<file path="config.mk">
export PLATFORM = sky130hd
export DESIGN_NAME = border_tracker
export DESIGN_NICKNAME = d
export VERILOG_FILES = /design/src/rtl/border_tracker_pkg.sv /design/src/rtl/border_tracker_bbox_merge.sv /design/src/rtl/border_tracker.sv
export SDC_FILE = /design/constraint.sdc
export NUM_CORES = 1
export LEC_CHECK = 0
export CAP_MARGIN = 20
export CORE_AREA = 2 2 121 123
export DETAILED_ROUTE_END_ITERATION = 10
export DIE_AREA = 0 0 123 125
export PLACE_DENSITY = 0.74
export SETUP_SLACK_MARGIN = 0.2
export SLEW_MARGIN = 10
export SYNTH_ARGS = -nofsm -noshare
export SYNTH_HDL_FRONTEND = slang
export SYNTH_SLANG_ARGS = --single-unit
</file>
<file path="constraint.sdc">
create_clock -name clk -period 5.7 [get_ports clk]
set_clock_uncertainty 0.2 [all_clocks]
set_input_delay 0.57 -clock clk [delete_from_list [all_inputs] [get_ports clk]]
set_output_delay 0.57 -clock clk [all_outputs]
set_load 0.01 [all_outputs]
</file>
<file path="src/rtl/border_tracker_pkg.sv">
// Shared definitions for border_tracker: FSM encoding, flit field offsets and default widths.
// The optional idle timeout is enabled with the BORDER_TIMEOUT_EN macro.
package border_tracker_pkg;

  localparam int DEF_COORD_W  = 3;
  localparam int DEF_XMIN_LSB = 23;

  typedef enum logic [1:0] {
    ST_IDLE    = 2'd0,
    ST_COLLECT = 2'd1,
    ST_DONE    = 2'd2
  } state_e;

  // Field LSBs, counted down from the x_min LSB in COORD_W steps.
  function automatic int field_lsb(input int xmin_lsb, input int coord_w, input int idx);
    return xmin_lsb - idx * coord_w;
  endfunction

endpackage

</file>
<file path="src/rtl/border_tracker_bbox_merge.sv">
// Combinational NUM_PORTS-way min/max fold of advertised boxes against the current box.
// Ties keep the current value; fields are folded as-is even when min > max.
module bbox_merge
  import border_tracker_pkg::*;
#(
  parameter int NUM_PORTS = 4,
  parameter int FLIT_W    = 64,
  parameter int COORD_W   = DEF_COORD_W,
  parameter int XMIN_LSB  = DEF_XMIN_LSB
) (
  input  logic [NUM_PORTS-1:0]        in_valid,
  input  logic [NUM_PORTS*FLIT_W-1:0] in_data,
  input  logic [COORD_W-1:0]          cur_x_min,
  input  logic [COORD_W-1:0]          cur_y_min,
  input  logic [COORD_W-1:0]          cur_x_max,
  input  logic [COORD_W-1:0]          cur_y_max,
  output logic [COORD_W-1:0]          nxt_x_min,
  output logic [COORD_W-1:0]          nxt_y_min,
  output logic [COORD_W-1:0]          nxt_x_max,
  output logic [COORD_W-1:0]          nxt_y_max
);

  localparam int XMIN_OFF = field_lsb(XMIN_LSB, COORD_W, 0);
  localparam int YMIN_OFF = field_lsb(XMIN_LSB, COORD_W, 1);
  localparam int XMAX_OFF = field_lsb(XMIN_LSB, COORD_W, 2);
  localparam int YMAX_OFF = field_lsb(XMIN_LSB, COORD_W, 3);

  always_comb begin
    nxt_x_min = cur_x_min;
    nxt_y_min = cur_y_min;
    nxt_x_max = cur_x_max;
    nxt_y_max = cur_y_max;
    for (int i = 0; i < NUM_PORTS; i++) begin
      if (in_valid[i]) begin
        if (in_data[i*FLIT_W + XMIN_OFF +: COORD_W] < nxt_x_min)
          nxt_x_min = in_data[i*FLIT_W + XMIN_OFF +: COORD_W];
        if (in_data[i*FLIT_W + YMIN_OFF +: COORD_W] < nxt_y_min)
          nxt_y_min = in_data[i*FLIT_W + YMIN_OFF +: COORD_W];
        if (in_data[i*FLIT_W + XMAX_OFF +: COORD_W] > nxt_x_max)
          nxt_x_max = in_data[i*FLIT_W + XMAX_OFF +: COORD_W];
        if (in_data[i*FLIT_W + YMAX_OFF +: COORD_W] > nxt_y_max)
          nxt_y_max = in_data[i*FLIT_W + YMAX_OFF +: COORD_W];
      end
    end
  end

endmodule

</file>
<file path="src/rtl/border_tracker.sv">
// Collects neighbour bounding-box adverts into a registered box and publishes edge anchors on completion.
// Define BORDER_TIMEOUT_EN to add an idle timer that forces DONE after TIMEOUT_CYC quiet cycles.
module border_tracker
  import border_tracker_pkg::*;
#(
  parameter int NUM_PORTS   = 4,
  parameter int FLIT_W      = 64,
  parameter int COORD_W     = DEF_COORD_W,
  parameter int XMIN_LSB    = DEF_XMIN_LSB,
  parameter int MESH_X      = 6,
  parameter int MESH_Y      = 6,
  parameter int EXPECT_CNT  = 2*(MESH_X+MESH_Y)-4,
  parameter int CNT_W       = 6,
  parameter int TIMEOUT_CYC = 255
) (
  input  logic                        clk,
  input  logic                        reset,
  input  logic                        start,
  input  logic                        clear,
  input  logic [COORD_W-1:0]          my_x,
  input  logic [COORD_W-1:0]          my_y,
  input  logic [NUM_PORTS-1:0]        in_valid,
  input  logic [NUM_PORTS*FLIT_W-1:0] in_data,
  output logic [COORD_W-1:0]          x_min,
  output logic [COORD_W-1:0]          y_min,
  output logic [COORD_W-1:0]          x_max,
  output logic [COORD_W-1:0]          y_max,
  output logic                        busy,
  output logic                        done,
  output logic                        timed_out,
  output logic [2*COORD_W-1:0]        up,
  output logic [2*COORD_W-1:0]        down,
  output logic [2*COORD_W-1:0]        left,
  output logic [2*COORD_W-1:0]        right,
  output logic [CNT_W-1:0]            msg_cnt,
  output logic [1:0]                  dbg_state
);

  localparam int PC_W  = $clog2(NUM_PORTS + 1);
  localparam int SUM_W = CNT_W + PC_W;
  localparam logic [CNT_W-1:0] CNT_MAX  = {CNT_W{1'b1}};
  localparam logic [CNT_W-1:0] EXPECT_C = CNT_W'(EXPECT_CNT);

  state_e               state_q, state_d;
  logic [COORD_W-1:0]   x_min_q, x_min_d, y_min_q, y_min_d;
  logic [COORD_W-1:0]   x_max_q, x_max_d, y_max_q, y_max_d;
  logic [CNT_W-1:0]     msg_cnt_q, msg_cnt_d;
  logic [2*COORD_W-1:0] up_q, up_d, down_q, down_d, left_q, left_d, right_q, right_d;
  logic                 timed_out_q, timed_out_d;

  logic [COORD_W-1:0]   m_x_min, m_y_min, m_x_max, m_y_max;
  logic [PC_W-1:0]      pop;
  logic [SUM_W-1:0]     cnt_sum;
  logic [CNT_W-1:0]     cnt_sat;
  logic [COORD_W:0]     sum_x, sum_y;
  logic [COORD_W-1:0]   mid_x, mid_y;

  bbox_merge #(
    .NUM_PORTS (NUM_PORTS),
    .FLIT_W    (FLIT_W),
    .COORD_W   (COORD_W),
    .XMIN_LSB  (XMIN_LSB)
  ) u_merge (
    .in_valid  (in_valid),
    .in_data   (in_data),
    .cur_x_min (x_min_q),
    .cur_y_min (y_min_q),
    .cur_x_max (x_max_q),
    .cur_y_max (y_max_q),
    .nxt_x_min (m_x_min),
    .nxt_y_min (m_y_min),
    .nxt_x_max (m_x_max),
    .nxt_y_max (m_y_max)
  );

  // Saturating message count and midpoints of the post-merge box.
  always_comb begin
    pop = '0;
    for (int i = 0; i < NUM_PORTS; i++) pop = pop + PC_W'(in_valid[i]);
    cnt_sum = SUM_W'(msg_cnt_q) + SUM_W'(pop);
    cnt_sat = (cnt_sum > SUM_W'(CNT_MAX)) ? CNT_MAX : cnt_sum[CNT_W-1:0];
    sum_x   = {1'b0, m_x_min} + {1'b0, m_x_max};
    sum_y   = {1'b0, m_y_min} + {1'b0, m_y_max};
    mid_x   = sum_x[COORD_W:1];
    mid_y   = sum_y[COORD_W:1];
  end

`ifdef BORDER_TIMEOUT_EN
  localparam int IDLE_W = $clog2(TIMEOUT_CYC + 1);
  logic [IDLE_W-1:0] idle_q, idle_d, idle_nxt;
  logic              tmo_hit;

  always_comb begin
    idle_nxt = (|in_valid) ? '0 : idle_q + 1'b1;
    tmo_hit  = (idle_nxt == IDLE_W'(TIMEOUT_CYC));
    idle_d   = idle_q;
    if (clear || start)              idle_d = '0;
    else if (state_q == ST_COLLECT)  idle_d = idle_nxt;
  end

  always_ff @(posedge clk) begin
    if (!reset) idle_q <= '0;
    else        idle_q <= idle_d;
  end
`else
  logic tmo_hit;
  assign tmo_hit = 1'b0;
`endif

  always_comb begin
    state_d     = state_q;
    x_min_d     = x_min_q;
    y_min_d     = y_min_q;
    x_max_d     = x_max_q;
    y_max_d     = y_max_q;
    msg_cnt_d   = msg_cnt_q;
    up_d        = up_q;
    down_d      = down_q;
    left_d      = left_q;
    right_d     = right_q;
    timed_out_d = timed_out_q;
    if (clear) begin
      state_d     = ST_IDLE;
      x_min_d     = '0;
      y_min_d     = '0;
      x_max_d     = '0;
      y_max_d     = '0;
      msg_cnt_d   = '0;
      up_d        = '0;
      down_d      = '0;
      left_d      = '0;
      right_d     = '0;
      timed_out_d = 1'b0;
    end else if (start) begin
      state_d     = ST_COLLECT;
      x_min_d     = my_x;
      y_min_d     = my_y;
      x_max_d     = my_x;
      y_max_d     = my_y;
      msg_cnt_d   = '0;
      up_d        = '0;
      down_d      = '0;
      left_d      = '0;
      right_d     = '0;
      timed_out_d = 1'b0;
    end else if (state_q == ST_COLLECT) begin
      x_min_d   = m_x_min;
      y_min_d   = m_y_min;
      x_max_d   = m_x_max;
      y_max_d   = m_y_max;
      msg_cnt_d = cnt_sat;
      // Count threshold takes priority over the idle timeout on the same edge.
      if (cnt_sat >= EXPECT_C || tmo_hit) begin
        state_d     = ST_DONE;
        up_d        = {m_y_min, mid_x};
        down_d      = {m_y_max, mid_x};
        left_d      = {mid_y, m_x_min};
        right_d     = {mid_y, m_x_max};
        timed_out_d = !(cnt_sat >= EXPECT_C);
      end
    end
  end

  always_ff @(posedge clk) begin
    if (!reset) begin
      state_q     <= ST_IDLE;
      x_min_q     <= '0;
      y_min_q     <= '0;
      x_max_q     <= '0;
      y_max_q     <= '0;
      msg_cnt_q   <= '0;
      up_q        <= '0;
      down_q      <= '0;
      left_q      <= '0;
      right_q     <= '0;
      timed_out_q <= 1'b0;
    end else begin
      state_q     <= state_d;
      x_min_q     <= x_min_d;
      y_min_q     <= y_min_d;
      x_max_q     <= x_max_d;
      y_max_q     <= y_max_d;
      msg_cnt_q   <= msg_cnt_d;
      up_q        <= up_d;
      down_q      <= down_d;
      left_q      <= left_d;
      right_q     <= right_d;
      timed_out_q <= timed_out_d;
    end
  end

  assign x_min     = x_min_q;
  assign y_min     = y_min_q;
  assign x_max     = x_max_q;
  assign y_max     = y_max_q;
  assign msg_cnt   = msg_cnt_q;
  assign up        = up_q;
  assign down      = down_q;
  assign left      = left_q;
  assign right     = right_q;
  assign timed_out = timed_out_q;
  assign busy      = (state_q == ST_COLLECT);
  assign done      = (state_q == ST_DONE);
  assign dbg_state = state_q;

endmodule

</file>
==> flow_metrics.env, run 1 <==
export IMPL_ys_types=71
export IMPL_r2r_end="up[1]$_SDFFE_PP0P_"
export IMPL_crit_required_ps=5630
export IMPL_final_area_um2=6905
export IMPL_slew_violations=0
export IMPL_worst_r2r_setup_slack_ps=-110
export IMPL_final_hold_violation_count=0
export IMPL_critical_path_arrival_ps=5750
export IMPL_proportion_of_register_bits_with_asynchronous_set_or_reset_after_synthesis=0
export IMPL_timing_fmax_ghz=0.1719
export IMPL_antenna_diode_count=0
export IMPL_core_rowCount=44
export IMPL_postSynthRegisterBits=39
export IMPL_drt_vias_per_instance=5.120
export IMPL_firstDrtPassIters=5
export IMPL_largest_stage_delay_worst_path_ps=420
export IMPL_pwr_density_cell_nw_per_um2=191.7
export IMPL_boundaryPins=317
export IMPL_worst_r2r_startpoint="x_max[1]$_SDFFE_PP0P_"
export IMPL_die_width_um=123
export IMPL_type_of_the_worst_setup_path="in2reg"
export IMPL_numPortBuffers=108
export IMPL_r2r_worst_path_cells=25
export IMPL_start_util=0.2857
export IMPL_sum_of_overflow_across_all_layers_after_global_routing=0
export IMPL_critical_path_top_delay_cell="sky130_fd_sc_hd__fa_2"
export IMPL_path_delay_family="compound AO/OA/AOI/OAI gates"
export IMPL_power_leakage_nw=2.860
export IMPL_highest_layer="met5"
export IMPL_outcome="complete, but fails checks"
export IMPL_worst_slew_slack_as_a_fraction_of_its_limit=0.4075
export IMPL_detailedRoute_firstIterationViolations=215
export IMPL_clock_sink_count=39
export IMPL_numCtsBuffers=5
export IMPL_drive_above_1_share=0.3466
export IMPL_post_route_worst_setup_slack_ps=-116.3
export IMPL_synth_cells=506
export IMPL_postSynthNetCount=834
export IMPL_hold_path_startpoint="up[3]$_SDFFE_PP0P_"
export IMPL_path_max_fanout=3
export IMPL_post_dp_cell_area_um2=6171
export IMPL_worstSetupStartpointType="input pin"
export IMPL_period_needed_ps=5816
export IMPL_routabilityCongestion=0.8828
export IMPL_finalSetupTns_ps=-187.5
export IMPL_synth_sequential_area_ratio=0.1924
export IMPL_grt_first_pass_wirelength_um=22910
export IMPL_cts_root_buf="sky130_fd_sc_hd__clkbuf_16"
export IMPL_core_area_um2=14200
export IMPL_hold_path_endpoint="up[3]$_SDFFE_PP0P_"
export IMPL_grt_setup_unrepaired="true"
export IMPL_floorplan_die_area_um2=15380
export IMPL_route_final_wire_length_um=14630
export IMPL_met2RoutedLength_um=6675
export IMPL_worstSkewPairLatency_ps=280
export IMPL_violations_in_the_final_reports="negative setup slack"
export IMPL_cts_reportedPaths_clkPinSlew_ps=60
export IMPL_routed_wire_length_per_instance_um=16.06
export IMPL_syn_cell_area_um2=4058
export IMPL_h_tree_level_count=2
export IMPL_path_buf_inv=2
export IMPL_route_antenna_remaining_nets=0
export IMPL_num_vias=4664
export IMPL_met3RoutedLength_um=861
export IMPL_syn_avg_cell_area_um2=8.019
export IMPL_min_path_cells=2
export IMPL_area_growth_pct=70.18
export IMPL_num_nets_final=1054
export IMPL_hp_class="reg2reg"
export IMPL_route_detailed_drc=0
export IMPL_critPathMostFrequentCell="sky130_fd_sc_hd__ha_4"
export IMPL_maximum_resistive_drop_on_vdd_mv=0.1463
export IMPL_setup_violations_final=2
export IMPL_post_detailed_placement_half_perimeter_wirelength_um=11310
export IMPL_hold_buffers=0
export IMPL_min_period_over_period=1.020
export IMPL_globalRouteTotalUtil=0.1878
export IMPL_grt_pass1_vias=4531
export IMPL_detail_route_wirelength_met1_um=6729
export IMPL_max_clock_path_buffers=2
export IMPL_end_kind="flip-flop"
export IMPL_largest_net_degree_at_the_start_of_global_routing=29
export IMPL_max_cap_violations=0
export IMPL_cts_tree="yes"
export IMPL_timing_worst_slew_pin_value_ps=886.5
export IMPL_die_h_um=125
export IMPL_synth_flop_cell="sky130_fd_sc_hd__dfxtp_1"
export IMPL_number_of_antenna_violations_at_the_first_check_in_global_routing=1
export IMPL_synth_enable_flop_cells=0
export IMPL_yosys_warnings=0
## timing repair
item                                    in CTS  in global routing
pin swaps                                   49                 30
buffers inserted                            24                 11
gates resized for setup                     69                 32
endpoints found under the setup margin      18                 15
## tightest hold or removal path, stage by stage, from the launching register on
cell	delay, ps
sky130_fd_sc_hd__dfxtp_1	310
sky130_fd_sc_hd__nand2_1	50
sky130_fd_sc_hd__a21oi_1	60
## layout make-up
class,count,area [um^2]
well taps,184,230.2
repair buffers,234,2044
clock buffers,6,138.9
inverters,49,188.9
flip-flops and latches,39,785.8
clock inverters,2,35.03
fillers,1304,7298
multi-input cells,397,3482
## state kept, by name (all words and copies together), names as in the netlist
name and count:
timed_out 1, y_max 3, down 3, left 6, y_min 3, dbg_state 2
right 3, up 6, x_max 3, x_min 3, msg_cnt 6
## stage by stage
stage | hold slack, ps | setup WS, ps | cells | util | total power, mW
floorplan | 280.5 | -108.6 | 506 | - | 0.6247
global placement | 244.9 | -730.1 | 868 | 0.4345 | 0.8605
detailed placement | 251.7 | -730.0 | 868 | 0.4345 | 0.8682
CTS | 262.5 | -14.84 | 900 | 0.4726 | 1.255
global route | 283.4 | -420.0 | 911 | 0.4862 | 1.402
finish | 266.1 | -116.3 | 911 | 0.4862 | 1.324
## kinds of logic after synthesis
| kind of cell | count (synthesis) | share of synthesized area |
|---|---|---|
| compound gates | 165 | 0.2936 |
| simple gates | 159 | 0.2103 |
| buf+inv | 70 | 0.07678 |
| fa+ha+maj | 58 | 0.1881 |
| flops | 39 | 0.1924 |
| mux | 13 | 0.03454 |
| xor+xnor | 2 | 0.004318 |
## report_power, final
group,switching (mW),total [mW],internal (mW)
combinational,0.322,0.715,0.393
clock,0.108,0.326,0.218
sequential,0.00568,0.283,0.278
## cells in the mapped netlist, types with 3 or more instances
| cell type | count | area [um^2] |
|---|---|---|
| sky130_fd_sc_hd__a211o_1 | 3 | 26.28 |
| sky130_fd_sc_hd__a211oi_1 | 8 | 60.06 |
| sky130_fd_sc_hd__a21oi_1 | 36 | 180.2 |
| sky130_fd_sc_hd__a31oi_1 | 5 | 31.28 |
| sky130_fd_sc_hd__and2_1 | 8 | 50.05 |
| sky130_fd_sc_hd__and2b_1 | 3 | 22.52 |
| sky130_fd_sc_hd__and3_1 | 8 | 50.05 |
| sky130_fd_sc_hd__buf_2 | 3 | 15.01 |
| sky130_fd_sc_hd__buf_4 | 10 | 75.07 |
| sky130_fd_sc_hd__clkbuf_1 | 6 | 22.52 |
| sky130_fd_sc_hd__dfxtp_1 | 39 | 780.8 |
| sky130_fd_sc_hd__fa_1 | 5 | 100.1 |
| sky130_fd_sc_hd__ha_1 | 53 | 663.1 |
| sky130_fd_sc_hd__inv_1 | 46 | 172.7 |
| sky130_fd_sc_hd__mux2_2 | 8 | 90.09 |
| sky130_fd_sc_hd__mux2i_1 | 5 | 50.05 |
| sky130_fd_sc_hd__nand2_1 | 31 | 116.4 |
| sky130_fd_sc_hd__nand2b_1 | 14 | 87.58 |
| sky130_fd_sc_hd__nand3_1 | 11 | 55.05 |
| sky130_fd_sc_hd__nor2_1 | 37 | 138.9 |
| sky130_fd_sc_hd__nor2b_1 | 16 | 100.1 |
| sky130_fd_sc_hd__nor3_1 | 11 | 55.05 |
| sky130_fd_sc_hd__nor3_2 | 3 | 30.03 |
| sky130_fd_sc_hd__o211a_1 | 4 | 40.04 |
| sky130_fd_sc_hd__o211ai_1 | 11 | 82.58 |
| sky130_fd_sc_hd__o21a_1 | 8 | 60.06 |
| sky130_fd_sc_hd__o21ai_0 | 35 | 175.2 |
| sky130_fd_sc_hd__o21ai_1 | 10 | 50.05 |
| sky130_fd_sc_hd__o22ai_1 | 4 | 25.02 |
| sky130_fd_sc_hd__o31a_1 | 4 | 35.03 |
| sky130_fd_sc_hd__o31ai_1 | 4 | 30.03 |
## worst max path at each step
stage                          startpoint                  to  slack (ps)  depth (start not counted)
floorplan                     in_data[18]  up[1]$_SDFFE_PP0P_        -110                         24
global placement              in_data[18]  up[1]$_SDFFE_PP0P_        -730                         26
detailed placement            in_data[18]  up[1]$_SDFFE_PP0P_        -730                         26
CTS                 x_max[1]$_SDFFE_PP0P_  up[1]$_SDFFE_PP0P_         -10                         26
global route        x_max[1]$_SDFFE_PP0P_  up[1]$_SDFFE_PP0P_        -420                         26
finish                        in_data[18]  up[1]$_SDFFE_PP0P_        -120                         25
## cell usage in the layout, fill, tap and decap left out, drive strengths merged, types with 11 or more instances in the layout
cell	count
dfxtp	39
inv	48
clkdlybuf4s50	100
nor2b	16
o21ai	47
nand3	11
nor3	14
o211ai	11
buf	130
nor2	37
a21oi	37
nand2b	14
nand2	31
ha	53
## routing by layer
metal,GRT usage,up-vias
li1,-,2281
met4,0.04813,2
met5,0,-
met2,0.2996,177
met3,0.02418,30
met1,0.2663,2174
(Power assumes the default switching activity.)
==> inputs of run 2 (changes only) <==
- CAP_MARGIN: 20 -> not set
- PLACE_DENSITY: 0.74 -> 0.71
- clock period: 5.7 -> 6.94 ns (I/O delays scaled with it)
==> run 2 against run 1 <==
  * The flow now finishes without violations
  * Via count decreased by 13%
  * Routed wire length decreased by 13%
  * Register-to-register slack improved by 900 ps
  * Cell count decreased by 12%
  * Utilization decreased by 8.7 points
  * Worst setup slack improved by 570 ps
  * Global-route usage decreased by 2.3 points
  * Flip-flop and latch count unchanged
  * First-iteration DRC count decreased by 16%
  * Combinational power decreased by 41%
  * Sequential power decreased by 18%
  * Critical path type unchanged
==> flow_metrics.env, run 2 (same netlist as run 1, synthesis figures left out) <==
export IMPL_cts_root_buf="sky130_fd_sc_hd__clkbuf_16"
export IMPL_worstSetupStartpointType="input pin"
export IMPL_slew_violations=0
export IMPL_h_tree_level_count=2
export IMPL_layout_cells_non_filler=803
export IMPL_setup_violations_final=0
export IMPL_largest_stage_delay_worst_path_ps=440
export IMPL_cts_tree="yes"
export IMPL_intPower_mw=0.5887
export IMPL_fin_worst_hold_slack_ps=266.2
export IMPL_path_max_fanout=3
export IMPL_route_antenna_remaining_nets=0
export IMPL_largest_net_degree_at_the_start_of_global_routing=23
export IMPL_post_detailed_placement_half_perimeter_wirelength_um=10360
export IMPL_critical_path_arrival_ps=6460
export IMPL_max_cap_violations=0
export IMPL_sequentialPowerShare=0.261
export IMPL_placement_setup_worst_slack_ps=-61.08
export IMPL_path_delay_family="compound AO/OA/AOI/OAI gates"
export IMPL_worst_slew_slack_as_a_fraction_of_its_limit=0.4317
export IMPL_hold_path_startpoint="down[5]$_SDFFE_PP0P_"
export IMPL_crit_path_cell_trace="clkdlybuf4s50_1 -> ha_1 -> o21a_1 -> o31a_1 -> a21boi_1 -> or2_2 -> ha_1 -> and3_1 -> a2111oi_2 -> a31o_2 -> ha_1 -> nor2b_1 -> o21a_1 -> o211ai_1 -> mux2_4 -> ha_1 -> nor2b_1 -> o21a_1 -> o211a_1 -> a221oi_4 -> nor2b_1 -> fa_1 -> xnor2_1 -> a211oi_1"
export IMPL_num_vias=4075
export IMPL_clock_sink_count=39
export IMPL_finalSetupTns_ps=0
export IMPL_layout_core_utilization=0.3988
export IMPL_firstDrtPassIters=6
export IMPL_sum_of_overflow_across_all_layers_after_global_routing=0
export IMPL_pwr_density_cell_nw_per_um2=157.6
export IMPL_mostFrequentLayoutCell="sky130_fd_sc_hd__clkdlybuf4s50_1"
export IMPL_cts_reportedPaths_clkPinSlew_ps=60
export IMPL_critical_path_top_delay_cell="sky130_fd_sc_hd__clkdlybuf4s50_1"
export IMPL_hp_class="reg2reg"
export IMPL_numPortBuffers=108
export IMPL_globalRouteMet2Util=0.2636
export IMPL_drt_vias_per_instance=5.075
export IMPL_type_of_the_worst_setup_path="in2reg"
export IMPL_global_route_usage_met3=0.03057
export IMPL_num_nets_final=945
export IMPL_grt_first_pass_wirelength_um=20060
export IMPL_outcome="finished, final reports clean"
export IMPL_grt_pass1_vias=3869
export IMPL_worst_r2r_startpoint="x_max[1]$_SDFFE_PP0P_"
export IMPL_route_detailed_drc=0
export IMPL_met1_usage=0.2307
export IMPL_number_of_antenna_violations_at_the_first_check_in_global_routing=2
export IMPL_path_buf_inv=1
export IMPL_timing_fmax_ghz=0.1542
export IMPL_core_rowCount=44
export IMPL_period_needed_ps=6485
export IMPL_power_frac_comb=0.472
export IMPL_floorplan_die_area_um2=15380
export IMPL_end_kind="flip-flop"
export IMPL_boundaryPins=317
export IMPL_mostFrequentLayoutCells="sky130_fd_sc_hd__clkdlybuf4s50_1 (106), sky130_fd_sc_hd__ha_1 (50), sky130_fd_sc_hd__inv_1 (46), sky130_fd_sc_hd__dfxtp_1 (39), sky130_fd_sc_hd__nor2_1 (37)"
export IMPL_core_area_um2=14200
export IMPL_route_final_wire_length_um=12690
export IMPL_swShare=0.3404
export IMPL_final_hold_violation_count=0
export IMPL_grt_setup_unrepaired="true"
export IMPL_timing_worst_slew_pin_value_ps=850.3
export IMPL_min_period_over_period=0.9344
export IMPL_clock_network_power_share=0.267
export IMPL_detailedRoute_firstIterationViolations=181
export IMPL_die_h_um=125
export IMPL_globalRouteTotalUtil=0.1644
export IMPL_area_growth_pct=39.59
export IMPL_worstSkewPairLatency_ps=280
export IMPL_die_width_um=123
export IMPL_routabilityCongestion=0.8565
export IMPL_drive_above_1_share=0.1246
export IMPL_start_point_of_the_critical_path="in_data[19]"
export IMPL_critPathMostFrequentCell="sky130_fd_sc_hd__ha_1"
export IMPL_start_util=0.2857
export IMPL_place_inst=792
export IMPL_crit_required_ps=6910
export IMPL_grt_most_used_layer="met2"
export IMPL_power_switching_mw=0.3038
export IMPL_numCtsBuffers=5
export IMPL_post_route_worst_setup_slack_ps=455.2
export IMPL_maximum_resistive_drop_on_vdd_mv=0.08801
export IMPL_routed_wire_length_per_instance_um=15.80
export IMPL_max_clock_path_buffers=2
export IMPL_power_leakage_nw=2.253
[run 2: changes by cell type in the layout (fill, tap and decap cells not counted), sizes merged]
cell and delta:
clkinv -1, buf -113, dlymetal6s2s +1, clkdlybuf4s50 +6, clkbuf +1, clkdlybuf4s15 -2
bufinv -1, diode +1
[run 2: worst register-to-register path, stage by stage, from the launching register on]
cell and delay [ps]:
sky130_fd_sc_hd__dfxtp_1 350, sky130_fd_sc_hd__inv_1 80, sky130_fd_sc_hd__ha_1 320, sky130_fd_sc_hd__nor2b_2 180
sky130_fd_sc_hd__o31a_1 340, sky130_fd_sc_hd__mux2_4 320, sky130_fd_sc_hd__inv_1 60, sky130_fd_sc_hd__ha_1 250
sky130_fd_sc_hd__and3_1 220, sky130_fd_sc_hd__a2111oi_2 290, sky130_fd_sc_hd__a31o_2 180, sky130_fd_sc_hd__ha_1 230
sky130_fd_sc_hd__nor2b_1 140, sky130_fd_sc_hd__o21a_1 170, sky130_fd_sc_hd__o211ai_1 290, sky130_fd_sc_hd__mux2_4 330
sky130_fd_sc_hd__ha_1 290, sky130_fd_sc_hd__nor2b_1 130, sky130_fd_sc_hd__o21a_1 200, sky130_fd_sc_hd__o211a_1 270
sky130_fd_sc_hd__a221oi_4 370, sky130_fd_sc_hd__nor2b_1 100, sky130_fd_sc_hd__fa_1 380, sky130_fd_sc_hd__xnor2_1 150
sky130_fd_sc_hd__a211oi_1 210
[run 2: final timing paths]
check	depth (start not counted)	endpoint	slack, ps
worst min register to register	2	down[5]$_SDFFE_PP0P_	270
worst max register to register	24	up[1]$_SDFFE_PP0P_	790
worst max-delay path	24	up[1]$_SDFFE_PP0P_	460
worst min-delay path	2	down[5]$_SDFFE_PP0P_	270
[run 2: layer usage]
metal	wire [um]	up-vias
met4	171	0
met5	0	-
li1	-	2048
met3	751	14
met1	6114	1895
met2	5651	118
[run 2: repair_timing]
item,4_1_cts,5_1_grt
pin swaps,0,23
setup buffers,0,2
hold buffers,0,0
setup endpoints to repair,1,6
resized for setup,1,27
[run 2: power by group through the flow]
stage,clock (mW),combinational (mW),sequential (mW)
after floorplan,0,0.246,0.238
after global placement,0,0.386,0.238
after detailed placement,0,0.390,0.238
after CTS,0.244,0.398,0.233
after global routing,0.253,0.471,0.234
final,0.239,0.421,0.233
[run 2: per-stage QoR]
step / instance area [um^2] / total power, mW
2_1_floorplan: 4058 / 0.4836
3_3_place_gp: 5354 / 0.6237
3_5_place_dp: 5354 / 0.6280
4_1_cts: 5522 / 0.8748
5_1_grt: 5662 / 0.9584
6_report: 5664 / 0.8924
[run 2: cell type report]
cell class	count	area (um^2)
multi-input cells	397	3097
diodes	1	2.502
fillers	1486	8539
inverters	49	183.9
well taps	184	230.2
repair buffers	125	1214
clock buffers	8	156.4
flip-flops and latches	39	780.7
==> inputs of run 3 (changes only) <==
- SLEW_MARGIN: 10 -> 30
==> results of run 3 <==
Final layout, timing and power as in run 2 (identical DEF).
